**src/rtl/dmem_arbiter.sv**
```systemverilog
// Two-port data-memory arbiter: MEM stage (port 0) and debug/loader (port 1).
// Define DMEM_ARB_RR_EN for round-robin; otherwise fixed priority with a starvation counter.
module dmem_arbiter #(
    parameter int STARVE_LIMIT = 4
) (
    input  logic        clk,
    input  logic        reset_n,
    input  logic        m0_req,
    input  logic        m0_we,
    input  logic [31:0] m0_addr,
    input  logic [31:0] m0_wdata,
    output logic        m0_gnt,
    output logic        m0_rvalid,
    output logic [31:0] m0_rdata,
    input  logic        m1_req,
    input  logic        m1_we,
    input  logic [31:0] m1_addr,
    input  logic [31:0] m1_wdata,
    output logic        m1_gnt,
    output logic        m1_rvalid,
    output logic [31:0] m1_rdata,
    output logic        mem_we,
    output logic [31:0] mem_a,
    output logic [31:0] mem_wd,
    input  logic [31:0] mem_rd
);

    logic p1_wins_tie;

`ifdef DMEM_ARB_RR_EN
    logic last_gnt;

    // last_gnt = 1 means port 1 was served last, so port 0 takes the next tie
    always_ff @(posedge clk or negedge reset_n) begin
        if (!reset_n) begin
            last_gnt <= 1'b1;
        end else if (m0_gnt) begin
            last_gnt <= 1'b0;
        end else if (m1_gnt) begin
            last_gnt <= 1'b1;
        end
    end

    assign p1_wins_tie = ~last_gnt;
`else
    localparam logic [3:0] LIMIT = 4'(STARVE_LIMIT);

    logic [3:0] starve_cnt;

    always_ff @(posedge clk or negedge reset_n) begin
        if (!reset_n) begin
            starve_cnt <= 4'd0;
        end else if (!m1_req || m1_gnt) begin
            starve_cnt <= 4'd0;
        end else if (starve_cnt != LIMIT) begin
            starve_cnt <= starve_cnt + 4'd1;
        end
    end

    assign p1_wins_tie = (starve_cnt == LIMIT);
`endif

    // Grants are gated by reset so nothing reaches memory while reset_n is low
    always_comb begin
        m0_gnt = reset_n & m0_req & (~m1_req | ~p1_wins_tie);
        m1_gnt = reset_n & m1_req & (~m0_req | p1_wins_tie);
    end

    always_comb begin
        mem_we = 1'b0;
        mem_a  = 32'd0;
        mem_wd = 32'd0;
        if (m0_gnt) begin
            mem_we = m0_we;
            mem_a  = m0_addr;
            mem_wd = m0_wdata;
        end else if (m1_gnt) begin
            mem_we = m1_we;
            mem_a  = m1_addr;
            mem_wd = m1_wdata;
        end
    end

    always_ff @(posedge clk or negedge reset_n) begin
        if (!reset_n) begin
            m0_rvalid <= 1'b0;
            m0_rdata  <= 32'd0;
            m1_rvalid <= 1'b0;
            m1_rdata  <= 32'd0;
        end else begin
            m0_rvalid <= m0_gnt & ~m0_we;
            m1_rvalid <= m1_gnt & ~m1_we;
            if (m0_gnt && !m0_we) begin
                m0_rdata <= mem_rd;
            end
            if (m1_gnt && !m1_we) begin
                m1_rdata <= mem_rd;
            end
        end
    end

endmodule

```
**config.mk**
```make
export PLATFORM = sky130hd
export DESIGN_NAME = dmem_arbiter
export DESIGN_NICKNAME = d
export VERILOG_FILES = /design/src/rtl/dmem_arbiter.sv
export SDC_FILE = /design/constraint.sdc
export NUM_CORES = 1
export LEC_CHECK = 0
export CAP_MARGIN = 10
export CORE_MARGIN = 5
export CORE_UTILIZATION = 29
export CTS_CLUSTER_DIAMETER = 80
export CTS_CLUSTER_SIZE = 28
export DETAILED_ROUTE_END_ITERATION = 6
export GPL_TIMING_DRIVEN = 1
export PLACE_DENSITY = 0.76
export SLEW_MARGIN = 20
export SYNTH_ARGS = -nofsm -noshare
export SYNTH_HDL_FRONTEND = slang
export SYNTH_SLANG_ARGS = --single-unit
```
**constraint.sdc**
```tcl
create_clock -name clk -period 1.85 [get_ports clk]
set_input_delay 0.2775 -clock clk [delete_from_list [all_inputs] [get_ports clk]]
set_output_delay 0.2775 -clock clk [all_outputs]
set_load 0.01 [all_outputs]
```
# --- Yosys cells after proc, flatten, opt, wreduce, memory -nomap -nowiden ---
# Index checks and enable logic that the tools add are counted.
op_classes:
  n_addsub: 1
  multipliers: 0
  div: 0
  order_cmp: 0
  eq_ne: 2
  n_shift: 0
  muxes: 8
  bitwise: 13
  n_reduce_logical: 7
ops:
  columns: ["op", "n"]
  rows:
  - ["2-to-1 mux 32 bit", 4]
  - ["2-to-1 mux 4 bit", 2]
  - ["bitwise AND 1 bit", 6]
  - ["NOT 1 bit", 5]
  - ["adder 4 x 1 -> 4 bit (second input constant)", 1]
  - ["equality test 4 x 3 -> 1 bit (second input constant)", 1]
  - ["inequality test 4 x 3 -> 1 bit (second input constant)", 1]
  - ["zero test 1 bit", 3]
  - ["logical AND 1 bit", 2]
  - ["2-to-1 mux 1 bit", 2]
  - ["bitwise OR 1 bit", 2]
  - ["nonzero test 2 bit", 1]
  - ["logical OR 1 bit", 1]
word_totals:
  regBits: 70
  latch_bits: 0
  ram_bits: 0
  mem_bits_ro: 0
  inputBits: 166
  output_inout_bits: 133
  wordCells: 36
  memories: 0

# --- Logic depth before layout (Yosys ltp) ---
# Gate-level depths: netlist (run 1).
depth:
  ltp_word: 5
  ltp_mapped: 7
  mapped_depth_nobuf: 5

# --- Worst setup path before layout (run 1) ---
# No wires, ideal clock.
synth_path:
  path_type: "flip-flop to output port"
  startpoint: "reg starve_cnt[0]"
  endpoint: "out mem_a[10]"
  arrival_ps: 1665
  setup_slack_ps: -92
  path_stages_with_launch: 7
  path_buffers: 1
  cell_sequence: "dfrtp_1 > inv_1 > ha_1 > and3b_1 > a21oi_1 > clkbuf_1 > a22o_1"
synth_between:
  elab_chain_len: 5
synth_lines:
  columns: ["item", "line", "rtl"]
  rows:
  - ["start, declared", "48", "logic [3:0] starve_cnt;"]
  - ["start signal, assigned", "56", "starve_cnt <= starve_cnt + 4'd1;"]
  - ["equality test 4 x 3 -> 1 bit", "60", "assign p1_wins_tie = (starve_cnt == LIMIT);"]
  - ["NOT 1 bit", "65", "m0_gnt = reset_n & m0_req & (~m1_req | ~p1_wins_tie);"]
  - ["bitwise OR 1 bit", "65", null]
  - ["bitwise AND 1 bit", "65", null]
  - ["via m0_gnt", "12", "output logic m0_gnt,"]
  - ["2-to-1 mux 32 bit", "73", "if (m0_gnt) begin"]
  - ["end, declared", "23", "output logic [31:0] mem_a,"]
# The timed path passes the listed nets, and every way through them passes these cells.

# --- Worst setup path in the final report (run 1) ---
layout_path:
  startpoint: "reg starve_cnt[1]"
  endpoint: "out mem_wd[11]"
layout_between:
  elab_chain_len: 5
layout_lines:
  columns: ["item", "line", "rtl"]
  rows:
  - ["equality test 4 x 3 -> 1 bit (*)", "60", null]
  - ["bitwise OR 1 bit or NOT 1 bit (tied branches)", "66, 65", null]
  - ["bitwise AND 1 bit or bitwise OR 1 bit (tied branches)", "66, 65", null]
  - ["2-to-1 mux 32 bit or bitwise AND 1 bit (tied branches)", "77, 65", null]
  - ["2-to-1 mux 32 bit (*)", "73", null]
  - ["end, declared", "24", "output logic [31:0] mem_wd,"]
# Every way passes the cells marked *; elsewhere a longest branch is shown, timed or not.

==> impl_metrics.py, run 1 <==
metrics = {
    "timing": {
        "grt_setup_unrepaired": "true",
        "finalSetupViolCount": 132,
        "worst_hold_slack_ns": 0.273,
        "relSlewSlack": 0.414,
        "slew_violations": 0,
        "hold_viol": 0,
        "skew_ns": 0.0107,
        "post-route-period-util": 1.28,
        "setup_tns_ns": -47.53,
        "worstMarginPinSlew_ns": 0.880,
        "setup_slack_ns": -0.510,
        "period_minus_slack_ns": 2.36,
        "fmax_mhz": 424,
    },
    "drt": {
        "drt_iter0_drc": 271,
        "first_pass_iters": 4,
        "avgRoutedWirePerCell_um": 24.3,
        "drc": 0,
        "drt_wl_total_um": 18300,
        "vias_per_cell": 5.07,
        "postRouteAntennaNets": 0,
        "vias": 3810,
    },
    "worst_setup_path": {
        "cp.buffers_inverters": 7,
        "critical_path.max_fanout": 6,
        "r2r_cells": 11,
        "crit_cells": 11,
        "reg2reg_from": "starve_cnt[1]$_DFFE_PN0P_",
        "arrival_ns": 2.08,
        "r2r_slack_ns": -0.40,
        "cp_slowest_cell": "dfrtp_1",
        "r2r_end": "m1_rdata[26]$_DFFE_PN0P_",
        "required_ns": 1.57,
        "cp_top_family": "buffers and inverters",
        "start_kind": "flop",
        "cpMostUsedCell": "buf_12",
        "crit_path_end_kind": "output port",
        "slowest_delay_ns": 0.39,
        "path_cells": "inv_1 -> ha_2 -> buf_6 -> nand3b_4 -> a21oi_4 -> buf_12 -> buf_8 -> buf_12 -> buf_16 -> a22o_1 -> buf_2",
        "path_class": "flop to output port",
    },
    "min_path": {
        "hp-class": "input port to async pin",
    },
    "floorplanning": {
        "die_y_um": 118,
        "dieArea_um2": 13900,
        "io-pin-count": 299,
        "fp.dieW_um": 118,
        "core-area_um2": 11400,
        "std_cell_rows": 39,
        "start_util": 0.297,
    },
    "outcome": {
        "status": "finished, violations left",
        "failed_checks": "negative setup slack",
    },
    "clock_tree": {
        "clockBufferDepth": 2,
        "insertion_delay_ns": 0.32,
        "cts-root-buf": "clkbuf_16",
        "cts_tree": "yes",
        "cts.sinks": 70,
        "htreeDepth": 3,
        "cts.clk_slew.worst_paths_ns": 0.06,
        "cts_inserted_buffers": 9,
    },
    "global_route": {
        "grt_overflow": 0,
        "grt_max_degree": 73,
        "track_usage": 0.251,
        "antenna_found_initial": 0,
        "first_global_vias": 4167,
        "grt_pass1_wl_um": 27000,
    },
    "synthesis": {
        "ys_ff_latch": 70,
        "yosysUniqueCellTypes": 21,
        "synth_common_cells": "70 x dfrtp_1, 65 x a22o_1, 62 x mux2_2",
        "synth_fp_nets": 416,
        "async_reset_ff_frac": 1.00,
        "synthSimpleGateAreaFrac": 0.0225,
        "synth.avg_cell_area_um2": 13.7,
        "synth_edf_count": 0,
        "synth-xor-area-share": 0.00517,
        "synth_warnings": 0,
        "synthFlopType": "dfrtp_1",
        "yosysTopAreaCell": "dfrtp_1",
        "syn-instance-count": 248,
        "muxShareOfSynthArea": 0.213,
        "ys_seq_area_frac": 0.517,
        "synthTopCellsByArea": "dfrtp_1 52%, mux2_2 21%, a22o_1 17%",
        "synth_fa_ha_area_frac": 0.00739,
        "yosys.area.top_type_share": 0.517,
        "synth_top_family_by_area": "multiplexers",
        "synth_compound_area_frac": 0.191,
        "synth.most_common_cell": "dfrtp_1",
        "syn_area_um2": 3390,
    },
    "power_and_ir_drop": {
        "leakage_nw": 3.53,
        "ir_worst_vdd_mv": 0.765,
        "p_per_area_nw_per_um2": 772,
    },
    "cells_and_area": {
        "antenna_cells": 0,
        "area_delta_synth_final_pct": 132,
        "finalCoreUtilization": 0.689,
        "nNetsFinal": 772,
        "fin_cells": 752,
        "drive_above_1_share": 0.365,
        "nFillCells": 804,
    },
    "place": {
        "dp_cells": 687,
        "dp_hpwl_um": 11900,
        "portBuffers": 298,
        "routabilityCongestion": 1.01,
    },
    "flow_run": {
        "max_cap_violations": 0,
    },
}
==> power breakdown <==
part	switching [W]	internal, W	leakage (nW)
clock network	0.000643	0.00105	0.136
logic	0.000813	0.00155	2.55
registers	0.000178	0.00184	0.843
==> sequential cells by signal (all words and copies together) (netlist names) <==
signal	count
m0_rdata	32
m0_rvalid	1
m1_rdata	32
m1_rvalid	1
starve_cnt	4
==> logic make-up (layout without fill, tap and decap cells) <==
family                     count (synthesis)  in the layout
buffers and inverters                     24            385
DFF                                       70             70
adders and majority gates                  2              2
AOI/OAI and AO/OA                         74             74
and+or+nand+nor                           12             12
xor gates and xnor gates                   2              2
muxes                                     64             64
==> final cells by class <==
cell class / instances / area, um2 / area share
timing repair buffer: 366 / 3880 / 0.493
inverter: 3 / 11.3 / 0.00143
multi-input combinational: 154 / 1750 / 0.223
tap: 143 / 179 / 0.0227
clock inverter: 5 / 58.8 / 0.00748
sequential: 70 / 1750 / 0.223
clock buffer: 11 / 233 / 0.0296
==> per-layer routing <==
layer	vias to the layer above	global-route usage	share of wire
met2	219	0.433	0.51
met4	0	0.0910	0.036
li1	1675	-	-
met1	1871	0.290	0.36
met3	45	0.0793	0.089
met5	-	0	0
==> cell usage in the layout, fill, tap and decap left out, types with 3 or more instances in the layout <==
cell type / n
a22o_1: 65
buf_12: 15
buf_16: 17
buf_2: 49
buf_4: 21
buf_6: 30
buf_8: 3
clkbuf_16: 10
clkdlybuf4s50_1: 230
dfrtp_1: 70
mux2_4: 63
nand3_1: 4
o21ai_0: 3
==> worst reg2reg max path, stage by stage (launching register included) <==
cell	delay (ns)
dfrtp_1	0.39
inv_1	0.08
ha_2	0.18
buf_6	0.10
nand3b_4	0.10
buf_4	0.15
buf_6	0.10
buf_6	0.11
a211oi_4	0.27
buf_6	0.19
buf_16	0.14
mux2_2	0.32
==> metrics by stage <==
step	worst slack (ns)	total power (W)	area, um2
after global placement	-0.504	0.00397	6630
after floorplan	0.0146	0.00265	3410
after detailed placement	-0.507	0.00402	6630
after CTS	-0.486	0.00605	7750
after global routing	-0.583	0.00633	7870
final	-0.510	0.00607	7870
==> worst max-delay path by stage <==
stage,start,endpoint,slack [ns]
2_1_floorplan,starve_cnt[0]$_DFFE_PN0P_,mem_a[0],0.01
3_3_place_gp,m1_req,mem_a[5],-0.50
3_5_place_dp,m0_req,mem_wd[30],-0.51
4_1_cts,starve_cnt[1]$_DFFE_PN0P_,mem_a[23],-0.49
5_1_grt,starve_cnt[1]$_DFFE_PN0P_,mem_a[8],-0.58
6_report,starve_cnt[1]$_DFFE_PN0P_,mem_wd[11],-0.51
==> timing repair <==
item,in CTS,in global routing
setup endpoints to repair,111,132
gates resized for setup,379,31
setup buffers,22,13
hold buffers,0,0
pin swaps,50,14
cloned,22,1
(Power assumes the default switching activity.)
==> run 2: changes to the inputs <==
--- a/config.mk
+++ b/config.mk
@@ -8,6 +8,7 @@
 export CAP_MARGIN = 10
 export CORE_MARGIN = 5
 export CORE_UTILIZATION = 29
+export CTS_BUF_LIST = sky130_fd_sc_hd__clkbuf_4 sky130_fd_sc_hd__clkbuf_8
 export CTS_CLUSTER_DIAMETER = 80
 export CTS_CLUSTER_SIZE = 28
 export DETAILED_ROUTE_END_ITERATION = 6
==> run 2 against run 1 <==
  * The run still ends with negative setup slack left
  * Largest power group unchanged
  * Hold slack worse by 0.035 ns
  * Sequential share of layout area up 0.33 points
  * Combinational power about the same
  * Clock power down 26%
  * Non-clock buffer count down 2
  * Sequential cell count unchanged
  * First-iteration DRC count up 11%
  * Cell count down 0.27%
  * Register-to-register slack worse by 0.09 ns
  * Worst setup slack worse by 0.040 ns
  * Critical endpoint unchanged
  * Critical path depth unchanged
==> impl_metrics.py, run 2 (synthesis results as in run 1) <==
metrics = {
    "drt": {
        "drc": 0,
        "vias_per_cell": 5.13,
        "first_pass_iters": 4,
        "drt_iter0_drc": 301,
        "postRouteAntennaNets": 0,
        "avgRoutedWirePerCell_um": 24.8,
        "vias": 3850,
        "drt_wl_total_um": 18600,
    },
    "timing": {
        "fmax_mhz": 417,
        "setup_slack_ns": -0.551,
        "setup_tns_ns": -47.55,
        "period_minus_slack_ns": 2.40,
        "grt_setup_unrepaired": "true",
        "slew_violations": 0,
        "post-route-period-util": 1.30,
        "worstMarginPinSlew_ns": 0.902,
        "finalSetupViolCount": 132,
        "relSlewSlack": 0.399,
        "hold_viol": 0,
        "skew_ns": 0.0149,
    },
    "power_and_ir_drop": {
        "pwr-share-comb": 0.420,
        "leakage_nw": 3.48,
        "p_sw_w": 0.00159,
        "sequentialPowerShare": 0.358,
        "ir_worst_vdd_mv": 0.642,
        "power_frac_clock": 0.222,
        "p_per_area_nw_per_um2": 727,
        "internal-power_w": 0.00404,
        "switching_share": 0.283,
    },
    "global_route": {
        "track_usage": 0.251,
        "antenna_found_initial": 0,
        "first_global_vias": 4167,
        "grt_pass1_wl_um": 27100,
        "grt_max_degree": 73,
        "grt_overflow": 0,
    },
    "clock_tree": {
        "htreeDepth": 3,
        "cts_tree": "yes",
        "cts.sinks": 70,
        "clockBufferDepth": 2,
        "cts.clk_slew.worst_paths_ns": 0.09,
        "cts_inserted_buffers": 9,
        "ctsHoldBuffers": 0,
        "cts-root-buf": "clkbuf_8",
        "insertion_delay_ns": 0.34,
    },
    "worst_setup_path": {
        "path_class": "flop to output port",
        "arrival_ns": 2.12,
        "required_ns": 1.57,
        "start_kind": "flop",
        "crit_path_end_kind": "output port",
        "critical_path.max_fanout": 6,
        "r2r_slack_ns": -0.49,
    },
    "outcome": {
        "status": "finished, violations left",
        "failed_checks": "negative setup slack",
    },
    "place": {
        "place_ws_ns": -0.507,
        "dp_cells": 687,
        "dp_hpwl_um": 11900,
        "routabilityCongestion": 1.01,
        "portBuffers": 298,
        "place_area_um2": 6630,
    },
    "floorplanning": {
        "core-area_um2": 11400,
        "dieArea_um2": 13900,
        "io-pin-count": 299,
        "die_y_um": 118,
        "fp.dieW_um": 118,
        "start_util": 0.297,
        "std_cell_rows": 39,
    },
    "cells_and_area": {
        "antenna_cells": 0,
        "nNetsFinal": 770,
        "finalCoreUtilization": 0.679,
        "final_area_um2": 7750,
        "top_regs": "m0_rdata: 32 flops, m1_rdata: 32 flops, starve_cnt: 4 flops",
        "fin_cells": 750,
        "mostFrequentLayoutCells": "230 x clkdlybuf4s50_1, 70 x dfrtp_1, 65 x a22o_1",
        "area_delta_synth_final_pct": 129,
        "drive_above_1_share": 0.366,
        "final_common_cell": "clkdlybuf4s50_1",
    },
    "min_path": {
        "hp-class": "input port to async pin",
    },
    "flow_run": {
        "max_cap_violations": 0,
    },
}
run 2: cell count changes in the layout (fill, tap and decap cells not counted), sizes merged:
cell	previous run	this run
buf	135	133
run 2: path summary, 6_finish.rpt:
kind,startpoint,end,cells after the start
max,starve_cnt[1]$_DFFE_PN0P_,mem_wd[11],11
min,reset_n,m0_rdata[12]$_DFFE_PN0P_,2
max reg2reg,starve_cnt[1]$_DFFE_PN0P_,m1_rdata[26]$_DFFE_PN0P_,12
min reg2reg,m0_rdata[31]$_DFFE_PN0P_,m0_rdata[31]$_DFFE_PN0P_,1
max in group asynchronous,reset_n,m0_rdata[2]$_DFFE_PN0P_,2
min in group clk,m0_rdata[31]$_DFFE_PN0P_,m0_rdata[31]$_DFFE_PN0P_,1
run 2: stage by stage:
step | hold slack, ns | total power, W
3_3_place_gp | 0.471 | 0.00397
6_report | 0.239 | 0.00563
5_1_grt | 0.319 | 0.00587
3_5_place_dp | 0.478 | 0.00402
4_1_cts | 0.251 | 0.00558
2_1_floorplan | -0.0181 | 0.00265
run 2: what timing repair did:
action,CTS,global route
setup endpoints to repair,112,132
setup buffers,23,11
gates cloned,22,1
pin swaps,50,16
gates resized for setup,373,34
run 2: worst max-delay path, cell delays in order (launching register included):
cell and delay, ns:
dfrtp_1 0.40, inv_1 0.08, ha_2 0.18, buf_6 0.10, nand3b_4 0.10, a21oi_4 0.19
buf_12 0.12, buf_8 0.10, buf_12 0.11, buf_16 0.12, a22o_1 0.14, buf_2 0.14
run 2: power groups by stage:
stage                     Clock [W]  Sequential (W)  Combinational [W]
after floorplan                   0         0.00215           0.000501
after global placement            0         0.00200            0.00197
after detailed placement          0         0.00202            0.00200
after CTS                   0.00128         0.00200            0.00230
after global routing        0.00135         0.00205            0.00247
final                       0.00125         0.00201            0.00237
run 2: metal layers:
layer	vias to the layer above	share of wire	GRT usage
li1	1665	-	-
met1	1921	0.37	0.286
met2	227	0.52	0.438
met3	37	0.086	0.0875
met4	0	0.029	0.0824
met5	-	0	0
run 2: cell type report:
cell class | instances | area, um2
clock inverter | 5 | 58.8
timing repair buffer | 364 | 3860
tap | 143 | 179
clock buffer | 11 | 139
inverter | 3 | 11.3
fill | 826 | 3670
multi-input combinational | 154 | 1750
sequential | 70 | 1750
==> run 3: changes to the inputs <==
--- a/config.mk
+++ b/config.mk
@@ -14,6 +14,7 @@
 export DETAILED_ROUTE_END_ITERATION = 6
 export GPL_TIMING_DRIVEN = 1
 export PLACE_DENSITY = 0.76
+export RECOVER_POWER = 25
 export SLEW_MARGIN = 20
 export SYNTH_ARGS = -nofsm -noshare
 export SYNTH_HDL_FRONTEND = slang
==> run 3 against run 2 <==
  * Critical path depth unchanged
  * Largest cell class unchanged
  * Combinational power about the same
  * Cell count stayed put
  * The run still ends with negative setup slack left
  * Hold slack gained 0.047 ns
  * Critical endpoint unchanged
==> impl_metrics.py, run 3 (synthesis results as in run 1) <==
metrics = {
    "timing": {
        "finalSetupViolCount": 132,
        "relSlewSlack": 0.360,
        "skew_ns": 0.0152,
        "fmax_mhz": 417,
        "worstMarginPinSlew_ns": 0.960,
        "grt_setup_unrepaired": "true",
        "period_minus_slack_ns": 2.40,
        "hold_viol": 0,
        "setup_slack_ns": -0.547,
        "post-route-period-util": 1.30,
        "slew_violations": 0,
    },
    "cells_and_area": {
        "drive_above_1_share": 0.366,
        "nFillCells": 826,
        "mostFrequentLayoutCells": "230 x clkdlybuf4s50_1, 70 x dfrtp_1, 65 x a22o_1",
        "nNetsFinal": 770,
        "fin_cells": 750,
        "final_common_cell": "clkdlybuf4s50_1",
        "finalCoreUtilization": 0.679,
        "final_area_um2": 7750,
        "top_regs": "m0_rdata: 32 flops, m1_rdata: 32 flops, starve_cnt: 4 flops",
        "antenna_cells": 0,
        "area_delta_synth_final_pct": 129,
    },
    "worst_setup_path": {
        "required_ns": 1.57,
        "cp_slowest_cell": "dfrtp_1",
        "path_class": "flop to output port",
        "r2r_slack_ns": -0.49,
        "arrival_ns": 2.12,
        "critical_path.max_fanout": 6,
        "cpMostUsedCell": "buf_12",
        "crit_path_end_kind": "output port",
        "slowest_delay_ns": 0.40,
        "start_kind": "flop",
        "path_cells": "inv_1 -> ha_2 -> buf_6 -> nand3b_4 -> a21oi_4 -> buf_12 -> buf_8 -> buf_12 -> buf_16 -> a22o_1 -> buf_2",
    },
    "global_route": {
        "grt_overflow": 0,
        "antenna_found_initial": 0,
        "grt_pass1_wl_um": 27100,
        "first_global_vias": 4167,
        "grt_max_degree": 73,
        "track_usage": 0.251,
    },
    "clock_tree": {
        "ctsHoldBuffers": 0,
        "cts.clk_slew.worst_paths_ns": 0.08,
        "htreeDepth": 3,
        "cts_inserted_buffers": 9,
        "cts_tree": "yes",
        "cts-root-buf": "clkbuf_8",
        "cts.sinks": 70,
        "clockBufferDepth": 2,
        "insertion_delay_ns": 0.34,
    },
    "drt": {
        "vias_per_cell": 5.07,
        "vias": 3799,
        "drc": 0,
        "postRouteAntennaNets": 0,
        "avgRoutedWirePerCell_um": 24.7,
        "drt_iter0_drc": 316,
        "first_pass_iters": 4,
        "drt_wl_total_um": 18500,
    },
    "outcome": {
        "failed_checks": "negative setup slack",
        "status": "finished, violations left",
    },
    "place": {
        "place_ws_ns": -0.507,
        "portBuffers": 298,
        "dp_cells": 687,
        "place_area_um2": 6630,
        "routabilityCongestion": 1.01,
        "dp_hpwl_um": 11900,
    },
    "floorplanning": {
        "core-area_um2": 11400,
        "fp.dieW_um": 118,
        "die_y_um": 118,
        "std_cell_rows": 39,
        "dieArea_um2": 13900,
        "io-pin-count": 299,
        "start_util": 0.297,
    },
    "min_path": {
        "hp-class": "input port to async pin",
    },
    "flow_run": {
        "max_cap_violations": 0,
    },
    "power_and_ir_drop": {
        "p_total_w": 0.00563,
        "ir_worst_vdd_mv": 0.642,
        "p_per_area_nw_per_um2": 726,
        "leakage_nw": 3.48,
    },
}
-- run 3: area by class of cell --
cell class	instances	area, um2	share of cell area
Tap cell	143	179	0.0231
Inverter	3	11.3	0.00145
Multi-Input combinational cell	154	1750	0.226
Clock inverter	5	58.8	0.00759
Timing Repair Buffer	364	3860	0.498
Sequential cell	70	1750	0.226
Clock buffer	11	139	0.0179
-- run 3: timing repair --
| action | in CTS | in global routing |
|---|---|---|
| buffers inserted | 23 | 11 |
| pin swaps | 50 | 16 |
| gates cloned | 22 | 1 |
| setup endpoints to repair | 112 | 132 |
| gates resized for setup | 373 | 34 |
| endpoints found under the hold margin | 0 | 0 |
-- run 3: worst paths after layout --
path                                            from                   endpoint  depth (start not counted)
max in group asynchronous                    reset_n  starve_cnt[3]$_DFFE_PN0P_                          2
hold / removal                               reset_n   m1_rdata[14]$_DFFE_PN0P_                          2
setup reg to reg           starve_cnt[1]$_DFFE_PN0P_   m1_rdata[26]$_DFFE_PN0P_                         12
min in group clk            m0_rdata[31]$_DFFE_PN0P_   m0_rdata[31]$_DFFE_PN0P_                          1
hold reg to reg             m0_rdata[31]$_DFFE_PN0P_   m0_rdata[31]$_DFFE_PN0P_                          1
setup / recovery           starve_cnt[1]$_DFFE_PN0P_                 mem_wd[11]                         11
-- run 3: where the power goes --
| part | internal, W | switching (W) | total, W |
|---|---|---|---|
| Sequential | 0.00183 | 0.000182 | 0.00201 |
| Clock | 0.000656 | 0.000590 | 0.00125 |
| Combinational | 0.00155 | 0.000817 | 0.00237 |
| Total | 0.00404 | 0.00159 | 0.00563 |
-- run 3: per-layer routing --
metal	track usage	vias to the layer above	wire length [um]
met1	0.286	1882	6770
met4	0.0824	0	460
li1	-	1670	-
met2	0.438	217	9680
met5	0	-	0
met3	0.0875	30	1620
-- run 3: critical path, delay by kind of cell, from the launching register on --
family	cells	cell delay (ns)
flip-flops	1	0.40
AO/OA/AOI/OAI	2	0.33
buffers and inverters	7	0.77
AND/OR/NAND/NOR	1	0.10
adder cells (fa/ha/maj)	1	0.18
-- run 3: per-stage QoR --
stage          hold WS (ns)  setup TNS [ns]
6_report              0.286          -47.22
5_1_grt               0.377          -56.49
4_1_cts               0.251          -41.86
3_5_place_dp          0.478          -44.04
3_3_place_gp          0.471          -41.42
2_1_floorplan       -0.0181               0
